<file path="src/rtl/fir_io_pkg.sv">
// Shared types and the round/saturate quantiser for the 2-parallel FIR output path.
// Sample widths and the Q-format shift live here so every consumer agrees on them.
package fir_io_pkg;

   localparam int IN_W  = 40;
   localparam int OUT_W = 16;
   localparam int SHIFT = 15;

   typedef logic signed [IN_W-1:0]  in_t;
   typedef in_t                     pair_t [2];
   typedef logic signed [OUT_W-1:0] sample_t;

   typedef struct packed {
      sample_t s;
      logic    sat;
   } rs_t;

   localparam sample_t OUT_MAX = sample_t'({1'b0, {(OUT_W-1){1'b1}}});
   localparam sample_t OUT_MIN = sample_t'({1'b1, {(OUT_W-1){1'b0}}});

   localparam logic signed [IN_W:0] HALF  = (IN_W+1)'(1) << (SHIFT-1);
   localparam logic signed [IN_W:0] R_MAX = (IN_W+1)'(OUT_MAX);
   localparam logic signed [IN_W:0] R_MIN = (IN_W+1)'(OUT_MIN);

   // One extra bit of headroom so adding the rounding constant can never wrap.
   function automatic rs_t round_sat(input in_t x);
      logic signed [IN_W:0] r;
      rs_t                  res;
      r       = (IN_W+1)'(x) + HALF;
      r       = r >>> SHIFT;
      res.sat = 1'b1;
      if (r > R_MAX) begin
         res.s = OUT_MAX;
      end else if (r < R_MIN) begin
         res.s = OUT_MIN;
      end else begin
         res.s   = r[OUT_W-1:0];
         res.sat = 1'b0;
      end
      return res;
   endfunction

endpackage

</file>
<file path="src/rtl/fir_pair_fifo.sv">
// Synchronous FIFO of quantised sample pairs with an occupancy output.
// Overflow/underflow protection is the caller's job; pointers wrap on power-of-two depth.
module fir_pair_fifo #(
   parameter  int W     = 32,
   parameter  int DEPTH = 4,
   localparam int AW    = $clog2(DEPTH)
) (
   input  logic          clk,
   input  logic          rst_n,
   input  logic          wr_en_i,
   input  logic [W-1:0]  wr_data_i,
   input  logic          rd_en_i,
   output logic [W-1:0]  rd_data_o,
   output logic [AW:0]   level_o
);

   logic [W-1:0]  mem_q [DEPTH];
   logic [AW-1:0] wr_ptr_q, wr_ptr_d;
   logic [AW-1:0] rd_ptr_q, rd_ptr_d;
   logic [AW:0]   level_q, level_d;

   always_comb begin
      wr_ptr_d = wr_ptr_q;
      rd_ptr_d = rd_ptr_q;
      level_d  = level_q;
      if (wr_en_i) wr_ptr_d = wr_ptr_q + 1'b1;
      if (rd_en_i) rd_ptr_d = rd_ptr_q + 1'b1;
      if (wr_en_i && !rd_en_i)      level_d = level_q + 1'b1;
      else if (!wr_en_i && rd_en_i) level_d = level_q - 1'b1;
   end

   always_ff @(posedge clk or negedge rst_n) begin
      if (!rst_n) begin
         wr_ptr_q <= '0;
         rd_ptr_q <= '0;
         level_q  <= '0;
      end else begin
         wr_ptr_q <= wr_ptr_d;
         rd_ptr_q <= rd_ptr_d;
         level_q  <= level_d;
      end
   end

   always_ff @(posedge clk) begin
      if (wr_en_i) mem_q[wr_ptr_q] <= wr_data_i;
   end

   assign rd_data_o = mem_q[rd_ptr_q];
   assign level_o   = level_q;

endmodule

</file>
<file path="src/rtl/fir_par2_output_serializer.sv">
// Quantises FIR sample pairs to 16 bits, buffers them, and streams them out one per cycle.
// in_ready is a pure register so the consumer's out_ready never reaches the filter combinationally.
module fir_par2_output_serializer
   import fir_io_pkg::*;
#(
   parameter  int DEPTH  = 4,
   parameter  int SATC_W = 16,
   localparam int LVL_W  = $clog2(DEPTH) + 1
) (
   input  logic              clk,
   input  logic              rst_n,
   input  logic              in_valid,
   output logic              in_ready,
   input  pair_t             inp,
   output logic              out_valid,
   input  logic              out_ready,
   output sample_t           out_data,
   output logic [SATC_W-1:0] sat_count,
   output logic [LVL_W-1:0]  level
);

   logic                 stage_v_q, stage_v_d;
   logic [2*OUT_W-1:0]   stage_q, stage_d;
   logic [SATC_W-1:0]    sat_count_q, sat_count_d;
   logic                 in_ready_q, in_ready_d;
   logic                 phase_q, phase_d;
   sample_t              hold_q, hold_d;

   rs_t                  rs_lo, rs_hi;
   logic                 accept;
   logic [1:0]           n_sat;
   logic [SATC_W:0]      sat_sum;
   logic [2*OUT_W-1:0]   head;
   logic [LVL_W-1:0]     fifo_level, level_d;
   sample_t              sel;
   logic                 hs, pop;

   fir_pair_fifo #(
      .W     (2*OUT_W),
      .DEPTH (DEPTH)
   ) u_fifo (
      .clk       (clk),
      .rst_n     (rst_n),
      .wr_en_i   (stage_v_q),
      .wr_data_i (stage_q),
      .rd_en_i   (pop),
      .rd_data_o (head),
      .level_o   (fifo_level)
   );

   always_comb begin
      rs_lo       = round_sat(inp[0]);
      rs_hi       = round_sat(inp[1]);
      accept      = in_valid && in_ready_q;
      n_sat       = {1'b0, rs_lo.sat} + {1'b0, rs_hi.sat};
      sat_sum     = {1'b0, sat_count_q} + (SATC_W+1)'(n_sat);
      stage_v_d   = accept;
      stage_d     = stage_q;
      sat_count_d = sat_count_q;
      if (accept) begin
         stage_d     = {rs_hi.s, rs_lo.s};
         sat_count_d = sat_sum[SATC_W] ? '1 : sat_sum[SATC_W-1:0];
      end

      out_valid = (fifo_level != '0);
      sel       = phase_q ? sample_t'(head[2*OUT_W-1:OUT_W]) : sample_t'(head[OUT_W-1:0]);
      hs        = out_valid && out_ready;
      pop       = hs && phase_q;
      phase_d   = hs ? ~phase_q : phase_q;
      hold_d    = out_valid ? sel : hold_q;
      out_data  = out_valid ? sel : hold_q;

      // Look ahead to next-cycle occupancy so in_ready can be a flop.
      level_d    = fifo_level + LVL_W'(stage_v_q) - LVL_W'(pop);
      in_ready_d = ((LVL_W+1)'(level_d) + (LVL_W+1)'(stage_v_d)) < (LVL_W+1)'(DEPTH);
   end

   always_ff @(posedge clk or negedge rst_n) begin
      if (!rst_n) begin
         stage_v_q   <= 1'b0;
         stage_q     <= '0;
         sat_count_q <= '0;
         in_ready_q  <= 1'b0;
         phase_q     <= 1'b0;
         hold_q      <= '0;
      end else begin
         stage_v_q   <= stage_v_d;
         stage_q     <= stage_d;
         sat_count_q <= sat_count_d;
         in_ready_q  <= in_ready_d;
         phase_q     <= phase_d;
         hold_q      <= hold_d;
      end
   end

   assign in_ready  = in_ready_q;
   assign sat_count = sat_count_q;
   assign level     = fifo_level;

endmodule

</file>
<file path="config.mk">
export PLATFORM = sky130hd
export DESIGN_NAME = fir_par2_output_serializer
export DESIGN_NICKNAME = d
export VERILOG_FILES = /design/src/rtl/fir_io_pkg.sv /design/src/rtl/fir_pair_fifo.sv /design/src/rtl/fir_par2_output_serializer.sv
export SDC_FILE = /design/constraint.sdc
export NUM_CORES = 1
export LEC_CHECK = 0
export ABC_AREA = 1
export ABC_CLOCK_PERIOD_IN_PS = 3100
export CORE_UTILIZATION = 50
export CTS_CLUSTER_DIAMETER = 150
export DETAILED_ROUTE_END_ITERATION = 8
export PLACE_DENSITY = 0.73
export SYNTH_ARGS = -nofsm -noshare
export SYNTH_HDL_FRONTEND = slang
export SYNTH_SLANG_ARGS = --single-unit
</file>
<file path="constraint.sdc">
create_clock -name clk -period 3.1 [get_ports clk]
set_clock_uncertainty 0.1 [all_clocks]
set_input_delay 0.465 -clock clk [delete_from_list [all_inputs] [get_ports clk]]
set_output_delay 0.465 -clock clk [all_outputs]
set_load 0.005 [all_outputs]
</file>
# After elaboration in Yosys (flattened, before gate mapping)
# Memory sizes are Yosys's and may differ from the RTL's.
# Cells that the tools add are included.
# Widths: inputs -> output; s select.
[classes]
bitwise_logic = 1
reduce_logical = 9
n_addsub = 11
order_cmp = 5
n_mux = 15
[ops]
columns = ["op", "n"]
rows = [
  ["$mux 16", 7],
  ["$add 40x16->41 const B", 2],
  ["$gt 26x16->1 const B", 2],
  ["$lt 26x16->1 const B", 2],
  ["$add 16x2->17", 1],
  ["$mux 1", 6],
  ["$mux 3", 2],
  ["$logic_and 1x1->1", 5],
  ["$add 2x1->2 const B", 2],
  ["$add 3x1->4", 1],
  ["$lt 4x3->1 const B", 1],
  ["$add 3x1->3", 1],
  ["$add 3x1->3 const B", 1],
  ["$reduce_bool 3->1", 1],
  ["$sub 3x1->3", 1],
  ["$sub 3x1->3 const B", 1],
  ["$add 1x1->2", 1],
  ["$logic_not 1->1", 2],
  ["$reduce_bool 2->1", 1],
  ["$not 1->1", 1],
]
[totals]
ff_bits = 74
elab_cells = 51
out_inout_bits = 37
mem_bits_rw = 128
n_memories = 1
input_bits = 84
[memory_table]
columns = ["memory", "depth", "word_bits", "read_ports", "rd_clocked_by_memory_dff", "write_ports", "line_no", "rtl"]
rows = [
  ["u_fifo.mem_q", 4, 32, 1, 0, 1, "fir_pair_fifo.sv:17", "logic [W-1:0] mem_q [DEPTH];"],
]

# Longest topological paths before layout
# Gate-level depths: netlist of run 1.
[logic_depth]
word_depth = 7
depth_mapped = 26
mapped_depth_nobuf = 25

# Modules after synthesis
# Synthesis of run 1 repeated with hierarchy kept, for this count alone.
[unflattened]
cells_unflattened = 1145
hier_area_um2 = 10369.9
[by_module_without_submodules]
columns = ["module", "area_each_um2", "instances", "seq_area_each_um2", "cells_each"]
rows = [
  ["fir_pair_fifo", 5439.0, 1, 4018.9, 419],
  ["fir_par2_output_serializer", 4931.0, 1, 1676.6, 726],
]

# Worst setup path before layout of run 1
# OpenSTA, ideal clock, no wires.
[synth_timing]
kind = "input -> register"
startpoint = "input inp[54] (netlist name)"
endpoint = "register sat_count_q[13] (netlist: sat_count[13])"
arrival_time_ns = 3.303
cell_stages = 24
setup_ns = 0.070
n_path_buf = 2
setup_slack_ns = -0.374
required_ns = 2.930
path_cell_list = "ha_1 > nand3_1 > inv_2 > nand2_2 > nor2_2 > nand3_1 > nand2_1 > nor2_1 > and2_1 > nand2_1 > nand2_2 > buf_6 > nand2_1 > inv_1 > fa_1 > inv_1 > ha_1 > nand3_1 > nor2_1 > nand4_1 > nor2_1 > nand2_1 > clkbuf_1 > nand3_1"
[synth_between]
elab_chain_len = 7
elab_cells_between_ends = 8
classes_between = "add/sub: 3; order compare: 2; mux: 3"
[synth_lines]
columns = ["item", "line_no", "rtl"]
rows = [
  ["start, declared", "fir_par2_output_serializer.sv:14", "input pair_t inp,"],
  ["$add 40x16->41 *", "fir_io_pkg.sv:29", "r = (IN_W+1)'(x) + HALF;"],
  ["$lt 26x16->1", "fir_io_pkg.sv:34", "end else if (r < R_MIN) begin"],
  ["$mux 1", "fir_io_pkg.sv:34", ""],
  ["$mux 1 *", "fir_io_pkg.sv:32", "if (r > R_MAX) begin"],
  ["$add 1x1->2 *", "fir_par2_output_serializer.sv:55", "n_sat = {1'b0, rs_lo.sat} + {1'b0, rs_hi.sat};"],
  ["$add 16x2->17 *", "fir_par2_output_serializer.sv:56", "sat_sum = {1'b0, sat_count_q} + (SATC_W+1)'(n_sat);"],
  ["$mux 16 *", "fir_par2_output_serializer.sv:62", "sat_count_d = sat_sum[SATC_W] ? '1 : sat_sum[SATC_W-1:0];"],
  ["end signal, assigned", "fir_par2_output_serializer.sv:89", "sat_count_q <= sat_count_d;"],
  ["end, declared", "fir_par2_output_serializer.sv:24", "logic [SATC_W-1:0] sat_count_q, sat_count_d;"],
]
# Mark *: on every way between the ends. The rest lies on a longest branch, timed or not.
# A chain may end at the register's enable or synchronous reset.

# Worst setup path after layout of run 1
[layout_timing]
startpoint = "register u_fifo.rd_ptr_q[0]"
endpoint = "output out_data[8]"
[layout_between]
elab_chain_len = 3
[layout_lines]
columns = ["item", "line_no", "rtl"]
rows = [
  ["start, declared", "fir_pair_fifo.sv:19", "logic [AW-1:0] rd_ptr_q, rd_ptr_d;"],
  ["start signal, assigned", "fir_pair_fifo.sv:39", "rd_ptr_q <= rd_ptr_d;"],
  ["$mem_v2 4x32", "-", ""],
  ["$mux 16", "fir_par2_output_serializer.sv:66", "sel = phase_q ? sample_t'(head[2*OUT_W-1:OUT_W]) : sample_t'(head[OUT_W-1:0]);"],
  ["$mux 16", "fir_par2_output_serializer.sv:71", "out_data = out_valid ? sel : hold_q;"],
  ["end, declared", "fir_par2_output_serializer.sv:17", "output sample_t out_data,"],
]
# Every way passes these cells.

==> results of run 1 <==
## per-layer routing
| metal | up-vias | track usage | routed length (microns) |
|---|---|---|---|
| li1 | 3877 | - | - |
| met1 | 3827 | 0.318 | 10300 |
| met3 | 47 | 0.0221 | 1290 |
| met2 | 246 | 0.418 | 12300 |
| met5 | - | 0 | 0 |
| met4 | 0 | 0.0787 | 642 |
## what timing repair did
item / in CTS / in global routing
resized for setup: 112 / 186
gates cloned: 1 / 1
endpoints found under the hold margin: 0 / 0
hold buffers: 0 / 0
setup endpoints to repair: 22 / 31
setup buffers: 18 / 13
pin swaps: 48 / 64
## power groups by stage
| stage | clock network (W) | registers [W] | logic, W |
|---|---|---|---|
| global route | 0.00262 | 0.00447 | 0.00399 |
| finish | 0.00246 | 0.00440 | 0.00364 |
| floorplan | 0 | 0.00418 | 0.00193 |
| global placement | 0 | 0.00437 | 0.00326 |
| detailed placement | 0 | 0.00443 | 0.00334 |
| CTS | 0.00250 | 0.00440 | 0.00346 |
## sequential cells by signal, indices dropped and copies added (netlist names)
| register | count |
|---|---|
| in_ready | 1 |
| u_fifo.level_o | 3 |
| phase_q | 1 |
| hold_q | 16 |
| u_fifo.rd_ptr_q | 2 |
| u_fifo.mem_q | 128 |
| stage_v_q | 1 |
| sat_count | 16 |
| stage_q | 32 |
| u_fifo.wr_ptr_q | 2 |
## worst max-delay path, delay by kind of cell (launching register included)
family | cells | cell delay, ns
mux | 1 | 0.13
buf+inv | 3 | 0.85
compound gates | 2 | 0.43
simple gates | 1 | 0.10
flops | 1 | 0.48
## logic make-up after synthesis
logic type,after synthesis,synth area share
compound gates,106,0.0694
xor+xnor,40,0.0352
fa+ha+maj,13,0.0186
buf+inv,113,0.0465
flops,202,0.572
mux,25,0.0251
simple gates,516,0.233
## placed cells by master (no fill, tap or decap), drive strengths merged
| cell type | netlist | routed |
|---|---|---|
| nand3b | 10 | 10 |
| mux2i | 25 | 25 |
| nand4 | 11 | 11 |
| or2 | 3 | 3 |
| nand3 | 44 | 44 |
| and2 | 2 | 2 |
| nor2 | 138 | 138 |
| clkbuf | 21 | 59 |
| dfrtp | 74 | 74 |
| a21oi | 20 | 20 |
| xnor2 | 17 | 17 |
| edfxtp | 128 | 128 |
| inv | 78 | 80 |
| nand2 | 289 | 289 |
| bufinv | 0 | 2 |
| xor2 | 23 | 23 |
| buf | 13 | 168 |
| o221ai | 25 | 25 |
| fa | 3 | 3 |
| dlygate4sd2 | 0 | 3 |
| o22ai | 7 | 7 |
| clkinvlp | 0 | 1 |
| a32oi | 1 | 1 |
| o211ai | 1 | 1 |
| a21boi | 1 | 1 |
| ha | 10 | 10 |
| o21ai | 51 | 51 |
| nor3 | 17 | 17 |
| clkdlybuf4s15 | 0 | 3 |
| clkinv | 1 | 6 |
| clkdlybuf4s50 | 0 | 41 |
| nor4 | 2 | 2 |
## worst max-delay path by stage
stage               endpoint  slack (ns)          startpoint
3_5_place_dp    sat_count[0]       -0.89             inp[54]
6_report         out_data[8]        0.07  u_fifo.rd_ptr_q[0]
3_3_place_gp   sat_count[11]       -0.80             inp[54]
5_1_grt         sat_count[1]       -0.04             inp[67]
4_1_cts        sat_count[11]      0.0001             inp[60]
2_1_floorplan  sat_count[13]       -0.16             inp[14]
## area by class of cell
type / instances / area, sq um / area share
inverters: 79 / 304 / 0.0229
multi-input cells: 700 / 4260 / 0.321
clock inverters: 10 / 111 / 0.00838
well taps: 265 / 332 / 0.0250
repair buffers: 247 / 2020 / 0.152
flip-flops and latches: 202 / 5700 / 0.429
clock buffers: 27 / 558 / 0.0420
## metrics by stage
step,cells,setup TNS [ns],hold slack (ns),utilization
after floorplan,1015,-1.69,0.0694,-
after global placement,1461,-11.92,0.361,0.621
after detailed placement,1461,-13.32,0.367,0.621
after CTS,1517,0,0.0632,0.670
after global routing,1530,-0.163,0.0979,0.683
final,1530,0,0.0253,0.683
==> impl_results.md, run 1 <==
* Status: complete, no violations
* Most common cell in the synthesized netlist: nand2_1
* Worst Path Arrival at 2.46 ns
* Number of global-route vias before repair at 7,635
* Slew @ Worst Pin at 0.989 ns
* Worst slew margin at 0.341
* Gp weighted congestion at between 0.9 and 1
* Wire length per cell at 16.0 microns
* Placed Area at between 0.01 and 0.015 sq mm
* Starting Density at 0.511
* Share of synthesized registers carrying an async set or reset at 0.366
* RSZ-0062 raised after global routing: yes
* # fillers at 1,464
* Post-layout minimum cycle time at ~3 ns
* Top cells by count, synth: nand2_1, edfxtp_1, nor2_1, dfrtp_1, inv_1
* Final instance area at ~0.013 sq mm
* Num CTS Buffers at 21
* TritonCTS clock tree: done
* Sequential Power Share at 0.419
* P&R area growth vs syn at 33.5%
* CTS clock-pin slew for the worst setup and hold paths at 0.06 ns
* Pwr per Cell Area at between 700 and 800 mW/mm^2
* Layout net count at 1,348
* Clk pwr share at 0.235
* Number of H-tree levels at 1
* Detail Route Antenna Nets at 0
* Max VDD drop at 0.392 mV
* Setup WS post-layout at 0.0719 ns
* Power Total at 0.0105 W
* Cell Area, Synth at 0.00995 sq mm
* Global-route usage over all layers at 0.241
* Reg2reg setup slack at 0.52 ns
* Critical path class: reg2out
* # diodes at 0
* Critical Path, Cell by Cell: buf_4, buf_16, mux2i_1, o22ai_1, o221ai_1, nand2_1, clkdlybuf4s50_1
* DRC at 0
* WL final at 24,500 microns
* TritonCTS Sinks at approximately 200
* Number of flops mapped to enable cells by yosys at 128
* Port buffer count at just over 90
* Number of vias per cell at 5.23
* YS warnings at 0
* I/O pin cnt at 121
* Core ar. at 0.0195 sq mm
* Clk Latency, worst-skew pair at 0.49 ns
* Largest net degree at the start of global routing at 75
* Chip Height at 143 microns
* First-pass detailed-route iteration total at 5
* Initial DRC Count at 566
* First-pass GRT wire length at 38,200 microns
* Net Sw Frac at 0.340
* Layout cells sized above 1 at 0.319
* Seq/Total Area, Yosys at 0.572
* Max frequency at 330 MHz
* Logic pwr share at 0.347
* Crit start category: flip-flop
* Post-Syn Nets at approximately 1,100
* Synth top area cells: edfxtp_1, dfrtp_1, nand2_1
* Max Slew Vio Count at 0
* Row cnt at 51
* Synth top area share at 0.386
* Vias at 7,997
* R2R depth at 10
* Critical Path Max Stage Delay at 0.50 ns
* Pre-CTS WS at -0.888 ns
* Internal at 0.00693 W
* Die footprint at 0.0205 sq mm
* Slowest stage cell, crit path: clkdlybuf4s50_1
* FF-to-FF Start: u_fifo.level_o[1]
* P_sw at 0.00357 W
* DPL Wire Length at roughly 16,000 microns
* Synth area leader: edfxtp_1
* Most used DFF post-synth: edfxtp_1
* Clk buf depth at 3
* Final setup viols at 0
* Worst flop-to-flop path endpoint: in_ready
* Post-synthesis cell count at 1,015
* Maximum fanout along the worst path at 24
* Gr ovfl total at 0
* Max-cap violations at 0
* Final hold violation count at 0
* Final Cycle Share at 0.977
* Clock root buffer: clkbuf_16
* HP Class: in2async
* Initial antenna violation count at 0
* Static Leak at 5.68 nW
* Yosys reg bits at 202
* CP endpoint kind: output pin
* Syn avg cell area at roughly 10 sq um
* Chip width at 143 microns
* Worst Path Required at approximately 2.5 ns
* Post-synth cell types at 41
Power figures use the tool's default switching activity.
==> run 2, diff against run 1 <==
- ABC_CLOCK_PERIOD_IN_PS: 3100 -> 2800
- clock period: 3.1 -> 2.8 ns (I/O delays scaled with it)
==> run 2 against run 1 <==
Net effect:
- the run now ends with negative setup slack left
- first-iteration DRC count up 17%
- via count up 9.1%
- wire length grew 22%
- non-clock buffer count grew 65
- critical path type is now in2reg
- critical endpoint is now sat_count[0]
- highest routed layer unchanged
==> impl_results.md, run 2 (synthesis gave the netlist of run 1 again) <==
* Reg2reg setup slack at 0.19 ns (was 0.52 ns)
* Initial antenna violation count at 0 (unchanged)
* Placed Area at 0.0121 sq mm (about the same)
* HP Class: in2reg (was in2async)
* Starting Density at 0.511 (unchanged)
* DPL Wire Length at 15,600 microns (was 15,900 microns)
* Power Total at 0.0128 W (was 0.0105 W)
* Hold EP: stage_q[0]
* Post-layout minimum cycle time at between 3 and 4 ns
* Critical path class: in2reg (was reg2out)
* Row cnt at 51 (unchanged)
* Initial DRC Count at 660 (was 566)
* Crit start category: primary input (was flip-flop)
* Final hold violation count at 0 (unchanged)
* Max VDD drop at 0.501 mV (was 0.392 mV)
* Chip Height at 143 microns (unchanged)
* Vias at 8,726 (was 7,997)
* Max Slew Vio Count at 0 (unchanged)
* CP endpoint kind: flip-flop (was output pin)
* Maximum fanout along the worst path at 6 (was 24)
* Hold path depth at 6
* Worst Path Required at 3.10 ns (was 2.53 ns)
* First-pass detailed-route iteration total at 5 (unchanged)
* # fillers at 1,256 (was 1,464)
* FF-to-FF Start: u_fifo.level_o[0] (was u_fifo.level_o[1])
* Clk buf depth at 3 (unchanged)
* Number of vias per cell at 5.47 (was 5.23)
* Number of global-route vias before repair at 8,061 (was 7,635)
* Top Family by Delay on Critical Path: simple AND/OR/NAND/NOR gates (was buffers and inverters)
* Worst slew margin at 0.664 (was 0.341)
* Largest register FFs at 128 (unchanged)
* Gr ovfl total at 0 (unchanged)
* DRC at 0 (unchanged)
* Violated checks: negative setup slack
* P_sw at 0.00452 W (was 0.00357 W)
* P&R area growth vs syn at 46.2% (was 33.5%)
* Pre-CTS WS at -1.17 ns (was -0.888 ns)
* Sequential Power Share at 0.379 (was 0.419)
* Net Sw Frac at 0.354 (was 0.340)
* Critical Path, Cell by Cell: clkbuf_2, nand2_4, nor2_4, nand3_4, nor2_4, nand3b_1, nand2_2, nor2_2, and2_4, nand2_2, nand2_2, nand2_4, inv_2, fa_2, inv_2, buf_12, ha_4, nand3_4, nor2_4, nand4_1, nor2_2, nand2_4, buf_12, o211ai_1 (was buf_4, buf_16, mux2i_1, o22ai_1, o221ai_1, nand2_1, clkdlybuf4s50_1)
* Slew @ Worst Pin at 0.505 ns (was 0.989 ns)
* Regs by FF count: u_fifo.mem_q: 128 flops, stage_q: 32 flops (unchanged)
* Max frequency at 318 MHz
* Chip width at 143 microns (unchanged)
* Clk pwr share at 0.210 (was 0.235)
* Port buffer count at 92 (unchanged)
* I/O pin cnt at 121 (unchanged)
* Pwr per Cell Area at 878 mW/mm^2 (was 791 mW/mm^2)
* Max-cap violations at 0 (unchanged)
* Commonest cells after routing, fill and taps aside: buf_4, nand2_1, edfxtp_1 (was nand2_1, buf_4, edfxtp_1)
* Critical Path Max Stage Delay at 0.35 ns (was 0.50 ns)
* Clock root buffer: clkbuf_16 (unchanged)
* Static Leak at 6.37 nW (was 5.68 nW)
* Slowest stage cell, crit path: fa_2 (was clkdlybuf4s50_1)
* Final Cycle Share at 1.12
* Core ar. at 0.0195 sq mm (unchanged)
* Number of H-tree levels at 1 (unchanged)
* Layout cells sized above 1 at 0.415 (was 0.319)
* Logic pwr share at 0.411 (was 0.347)
* Num CTS Buffers at 21 (unchanged)
* TritonCTS Sinks at 202 (unchanged)
* Largest net degree at the start of global routing at 75 (unchanged)
* Final instance area at 0.0146 sq mm (was 0.0133 sq mm)
* Global-route usage over all layers at 0.257 (was 0.241)
* First-pass GRT wire length at 40,200 microns (was 38,200 microns)
* Internal at 0.00826 W (was 0.00693 W)
* CTS clock-pin slew for the worst setup and hold paths at 0.06 ns (about the same)
* Worst path buffer plus inverter count at 5 (was 3)
* Hold Crit Start: inp[55]
* Status: complete, but fails checks (was complete, no violations)
* Final setup viols at 18 (was 0)
* Worst Path Arrival at 3.45 ns (was 2.46 ns)
* Clk Latency, worst-skew pair at 0.50 ns (was 0.49 ns)
* Largest Register: u_fifo.mem_q (unchanged)
* Die footprint at 0.0205 sq mm (unchanged)
* Worst flop-to-flop path endpoint: in_ready (unchanged)
* R2R depth at 10 (unchanged)
* Wire length per cell at 18.7 microns (was 16.0 microns)
* Detail Route Antenna Nets at 0 (unchanged)
* WL final at 29,800 microns (was 24,500 microns)
* TritonCTS clock tree: done (unchanged)
* Leading cell type in the layout, fill and taps excluded: buf_4 (was nand2_1)
* RSZ-0062 raised after global routing: yes (unchanged)
* Layout net count at 1,413 (was 1,348)
* Setup WS post-layout at -0.346 ns (was 0.0719 ns)
* # diodes at 0 (unchanged)
* Gp weighted congestion at 0.972 (was 0.901)
## run 2: routing by layer
metal  share of wire  track usage  vias to the layer above
li1                -            -                     4022
met1            0.39        0.326                     4237
met2            0.50        0.437                      374
met3           0.062       0.0335                       93
met4           0.039        0.119                        0
met5               0            0                        -
## run 2: final cells by class
type                    count  area (sq um)  area share
flip-flops and latches    202          5700       0.392
multi-input cells         700          4710       0.324
repair buffers            312          2840       0.195
clock buffers              28           614      0.0422
well taps                 265           332      0.0228
inverters                  79           307      0.0211
clock inverters             9          53.8     0.00370
## run 2: worst register-to-register path, cell delays in order (launching register included)
cell      delay (ns)
dfrtp_1         0.48
nor3_4          0.26
clkinv_1        0.14
nand2_1         0.09
nor2_1          0.09
ha_1            0.29
inv_1           0.05
ha_1            0.21
fa_1            0.38
or2_2           0.30
a32oi_1         0.15
## run 2: power by group through the flow
stage	Clock [W]	Combinational [W]	Sequential, W
CTS	0.00268	0.00416	0.00479
finish	0.00268	0.00525	0.00484
floorplan	0	0.00213	0.00463
global route	0.00280	0.00561	0.00491
detailed placement	0	0.00379	0.00482
global placement	0	0.00370	0.00477
## run 2: what timing repair did
item | in CTS | in global routing
endpoints found under the setup margin | 32 | 47
hold buffers | 1 | 0
pin swaps | 79 | 102
endpoints found under the hold margin | 74 | 0
gates cloned | 3 | 5
gates resized for setup | 265 | 217
buffers inserted | 56 | 38
## run 2: worst max path at each step
stage               endpoint     from  cells past startpoint
2_1_floorplan  sat_count[13]  inp[14]                     23
3_3_place_gp    sat_count[0]  inp[67]                     23
3_5_place_dp    sat_count[0]  inp[67]                     23
4_1_cts         sat_count[1]  inp[61]                     25
5_1_grt        sat_count[15]  inp[71]                     24
6_report        sat_count[0]  inp[71]                     24
## run 2: through the flow
stage | instances | utilization | hold slack [ns] | setup TNS [ns]
6_report | 1595 | 0.748 | 0.269 | -5.11
3_5_place_dp | 1459 | 0.622 | 0.365 | -18.79
5_1_grt | 1595 | 0.748 | 0.279 | -8.22
4_1_cts | 1556 | 0.696 | 0.260 | -2.58
3_3_place_gp | 1459 | 0.622 | 0.359 | -17.18
2_1_floorplan | 1015 | - | 0.0244 | -5.77
==> run 3, diff against run 2 <==
- ABC_AREA: 1 -> not set
- GPL_TIMING_DRIVEN: not set -> 0
==> run 3 against run 2 <==
Net effect:
- the flow finishes with violations (design-rule violations, negative setup slack)
- cell count fell by 29%
- first-iteration DRC count fell by 24%
- sequential share of layout area rose by 6.6 points
- clock power fell by 4%
- utilization fell by 6.1 points
- via count fell by 21%
- sequential power rose by 3%
- global-route usage fell by 1.3 points
==> impl_results.md, run 3 <==
* Status: complete, but fails checks (unchanged)
* Violated checks: design-rule violations, negative setup slack (was negative setup slack)
* # fillers at 1,228 (was 1,256)
* Die footprint at 0.0193 sq mm (was 0.0205 sq mm)
* Detail Route Antenna Nets at 0 (unchanged)
* Crit start category: primary input (unchanged)
* Number of global-route vias before repair at 6,919 (was 8,061)
* Number of flops mapped to enable cells by yosys at 128 (unchanged)
* Max Slew Vio Count at 0 (unchanged)
* CTS clock-pin slew for the worst setup and hold paths at 0.06 ns (about the same)
* Worst Path Required at 3.07 ns (was 3.10 ns)
* Wire length per cell at 20.5 microns (was 18.7 microns)
* Syn avg cell area at 13.2 sq um (was 9.81 sq um)
* DRC at 8 (was 0)
* Post-layout minimum cycle time at 2.89 ns (was 3.15 ns)
* Setup TNS at -0.0852 ns (was -5.11 ns)
* Num CTS Buffers at 21 (unchanged)
* Worst Path Arrival at 3.16 ns (was 3.45 ns)
* Share of synthesized registers carrying an async set or reset at 0.366 (unchanged)
* Largest register FFs at 128 (unchanged)
* Met3 usage at 0.0349 (was 0.0335)
* Grt met1 use at 0.319 (was 0.326)
* Largest Register: u_fifo.mem_q (unchanged)
* Most common cell in the synthesized netlist: edfxtp_1 (was nand2_1)
* Number of H-tree levels at 1 (unchanged)
* Final hold violation count at 0 (unchanged)
* Critical path class: in2reg (unchanged)
* First-pass detailed-route iteration total at 7 (was 5)
* Sequential Power Share at 0.410 (was 0.379)
* Worst slew margin at 0.406 (was 0.664)
* RSZ-0062 raised after global routing: yes (unchanged)
* Core ar. at 0.0181 sq mm (was 0.0195 sq mm)
* Pwr per Cell Area at 972 mW/mm^2 (was 878 mW/mm^2)
* P_sw at 0.00391 W (was 0.00452 W)
* DP Cell Count at 1,025 (was 1,459)
* Clock root buffer: clkbuf_16 (unchanged)
* Max-cap violations at 0 (unchanged)
* Logic pwr share at 0.377 (was 0.411)
* Pre-CTS WS at -1.86 ns (was -1.17 ns)
* Yosys reg bits at 202 (unchanged)
* Net Sw Frac at 0.323 (was 0.354)
* Max frequency at 347 MHz (was 318 MHz)
* Max VDD drop at 0.538 mV (was 0.501 mV)
* Clk Latency, worst-skew pair at 0.49 ns (was 0.50 ns)
* Gr busiest metal: met2 (unchanged)
* Maximum fanout along the worst path at 5 (was 6)
* Met2 global-route usage at 0.428 (was 0.437)
* Initial DRC Count at 504 (was 660)
* Initial antenna violation count at 0 (unchanged)
* Internal at 0.00820 W (was 0.00826 W)
* Post-synth cell types at 57 (was 41)
* First-pass GRT wire length at 36,900 microns (was 40,200 microns)
* Regs by FF count: u_fifo.mem_q: 128 flops, stage_q: 32 flops (unchanged)
* Final Cycle Share at 1.03 (was 1.12)
* Setup WS post-layout at -0.0851 ns (was -0.346 ns)
* Vias at 6,866 (was 8,726)
* Top cells by count, synth: edfxtp_1, dfrtp_1, nand2_1, a21oi_1, nor2_1 (was nand2_1, edfxtp_1, nor2_1, dfrtp_1, inv_1)
* Post-synthesis cell count at 706 (was 1,015)
* Post-Syn Nets at 803 (was 1,112)
* Port buffer count at 89 (was 92)
* P&R area growth vs syn at 33.2% (was 46.2%)
* Non-Filler Instances at 1,140 (was 1,595)
* Synth area leader: edfxtp_1 (unchanged)
* WL final at 23,400 microns (was 29,800 microns)
* CP endpoint kind: flip-flop (unchanged)
* Layout cells sized above 1 at 0.336 (was 0.415)
* Slew @ Worst Pin at 0.891 ns (was 0.505 ns)
* Synth top area cells: edfxtp_1, dfrtp_1, mux4_2 (was edfxtp_1, dfrtp_1, nand2_1)
* Chip width at 139 microns (was 143 microns)
* Most used DFF post-synth: edfxtp_1 (unchanged)
* Static Leak at 4.78 nW (was 6.37 nW)
* DPL Wire Length at 14,500 microns (was 15,600 microns)
* Leading cell type in the layout, fill and taps excluded: edfxtp_1 (was buf_4)
* Global-route usage over all layers at 0.244 (was 0.257)
* Largest net degree at the start of global routing at 58 (was 75)
* TritonCTS clock tree: done (unchanged)
* Row cnt at 49 (was 51)
* Commonest cells after routing, fill and taps aside: edfxtp_1, buf_4, dfrtp_1 (was buf_4, nand2_1, edfxtp_1)
* HP Class: in2reg (unchanged)
* Number of vias per cell at 6.02 (was 5.47)
* Gp weighted congestion at 0.899 (was 0.972)
* Synth top area share at 0.411 (was 0.386)
* TritonCTS Sinks at 202 (unchanged)
* Cell Area, Synth at 0.00935 sq mm (was 0.00995 sq mm)
* Layout net count at 993 (was 1,413)
* Starting Density at 0.515 (was 0.511)
* Gr ovfl total at 0 (unchanged)
* Clk buf depth at 3 (unchanged)
* I/O pin cnt at 121 (unchanged)
* Chip Height at 139 microns (was 143 microns)
* Clk pwr share at 0.213 (was 0.210)
* Final setup viols at 2 (was 18)
* Seq/Total Area, Yosys at 0.609 (was 0.572)
* # diodes at 0 (unchanged)
* YS warnings at 0 (unchanged)
==> run 3: cell types whose count changed after synthesis, moves of 12 or more <==
cell	previous run	this run
inv_1	73	15
a32o_1	0	12
a21oi_1	9	46
o311ai_0	0	12
nor2_1	114	35
nand2_1	261	69
o21ai_0	50	10
o221ai_1	25	1
nand2_2	24	0
mux4_2	0	32
nor2_2	16	0
==> run 3: path summary, 6_finish.rpt <==
path,startpoint,endpoint,slack (ns),cells past startpoint
worst min-delay path,inp[25],stage_q[26],0.20,3
min in group asynchronous,rst_n,hold_q[5],0.26,2
worst max register to register,u_fifo.rd_ptr_q[0],hold_q[5],0.03,14
worst max-delay path,inp[19],sat_count[15],-0.09,16
worst min register to register,stage_q[15],u_fifo.mem_q[2][15],0.42,0
max in group asynchronous,rst_n,stage_q[18],1.75,3
==> run 3: area by class of cell <==
class	count	area, sq um	share of cell area
Clock buffer	29	576	0.0462
Buffer	28	205	0.0165
Clock inverter	9	58.8	0.00472
Timing Repair Buffer	174	1640	0.132
Tap cell	229	287	0.0230
Sequential cell	202	5700	0.457
Multi-Input combinational cell	454	3940	0.316
Inverter	15	56.3	0.00452
==> run 3: kinds of logic (layout without fill, tap and decap cells) <==
kind of cell | after synthesis | in the layout | synth area share
buffers and inverters | 50 | 255 | 0.0215
and+or+nand+nor | 228 | 228 | 0.123
DFF | 202 | 202 | 0.609
adders and majority gates | 13 | 13 | 0.0198
AOI/OAI and AO/OA | 110 | 110 | 0.0799
xor gates and xnor gates | 51 | 51 | 0.0478
muxes | 52 | 52 | 0.0987
==> run 3: metrics by stage <==
stage                     utilization  cell area (sq um)  total power [W]  hold WS [ns]
final                           0.687              12500           0.0121         0.196
after global routing            0.687              12500           0.0126         0.207
after CTS                       0.664              12000           0.0118         0.224
after detailed placement        0.584              10600          0.00839         0.222
after global placement          0.582              10600          0.00818         0.393
after floorplan                     -               9390          0.00673        0.0244
==> run 3: metal layers <==
layer / up-vias / share of wire
met5: - / 0
met4: 0 / 0.025
met3: 49 / 0.057
met2: 267 / 0.52
met1: 3455 / 0.40
li1: 3095 / -
==> run 3: repair_timing <==
action                                  in CTS  in global routing
endpoints found under the setup margin      62                 43
resized for setup                          217                170
endpoints found under the hold margin       17                  0
gates cloned                                 3                  1
hold buffers                                 1                  0
pin swaps                                   40                 38
setup buffers                               55                 29
==> run 3: power groups by stage <==
stage	clock (W)	combinational [W]	sequential (W)
global route	0.00271	0.00488	0.00505
detailed placement	0	0.00349	0.00490
CTS	0.00259	0.00427	0.00493
floorplan	0	0.00207	0.00466
global placement	0	0.00337	0.00482
finish	0.00258	0.00456	0.00497
==> run 3: worst max-delay path, cell delays in order <==
cell	delay, ns
buf_6	0.09
nand4_1	0.16
buf_4	0.19
or4_4	0.50
o211ai_1	0.19
a21oi_1	0.10
nand3_2	0.08
buf_6	0.11
nand2_2	0.06
fa_2	0.33
inv_2	0.08
nand4_1	0.13
nor2_2	0.16
and2_4	0.17
nand3_2	0.09
mux2_4	0.30
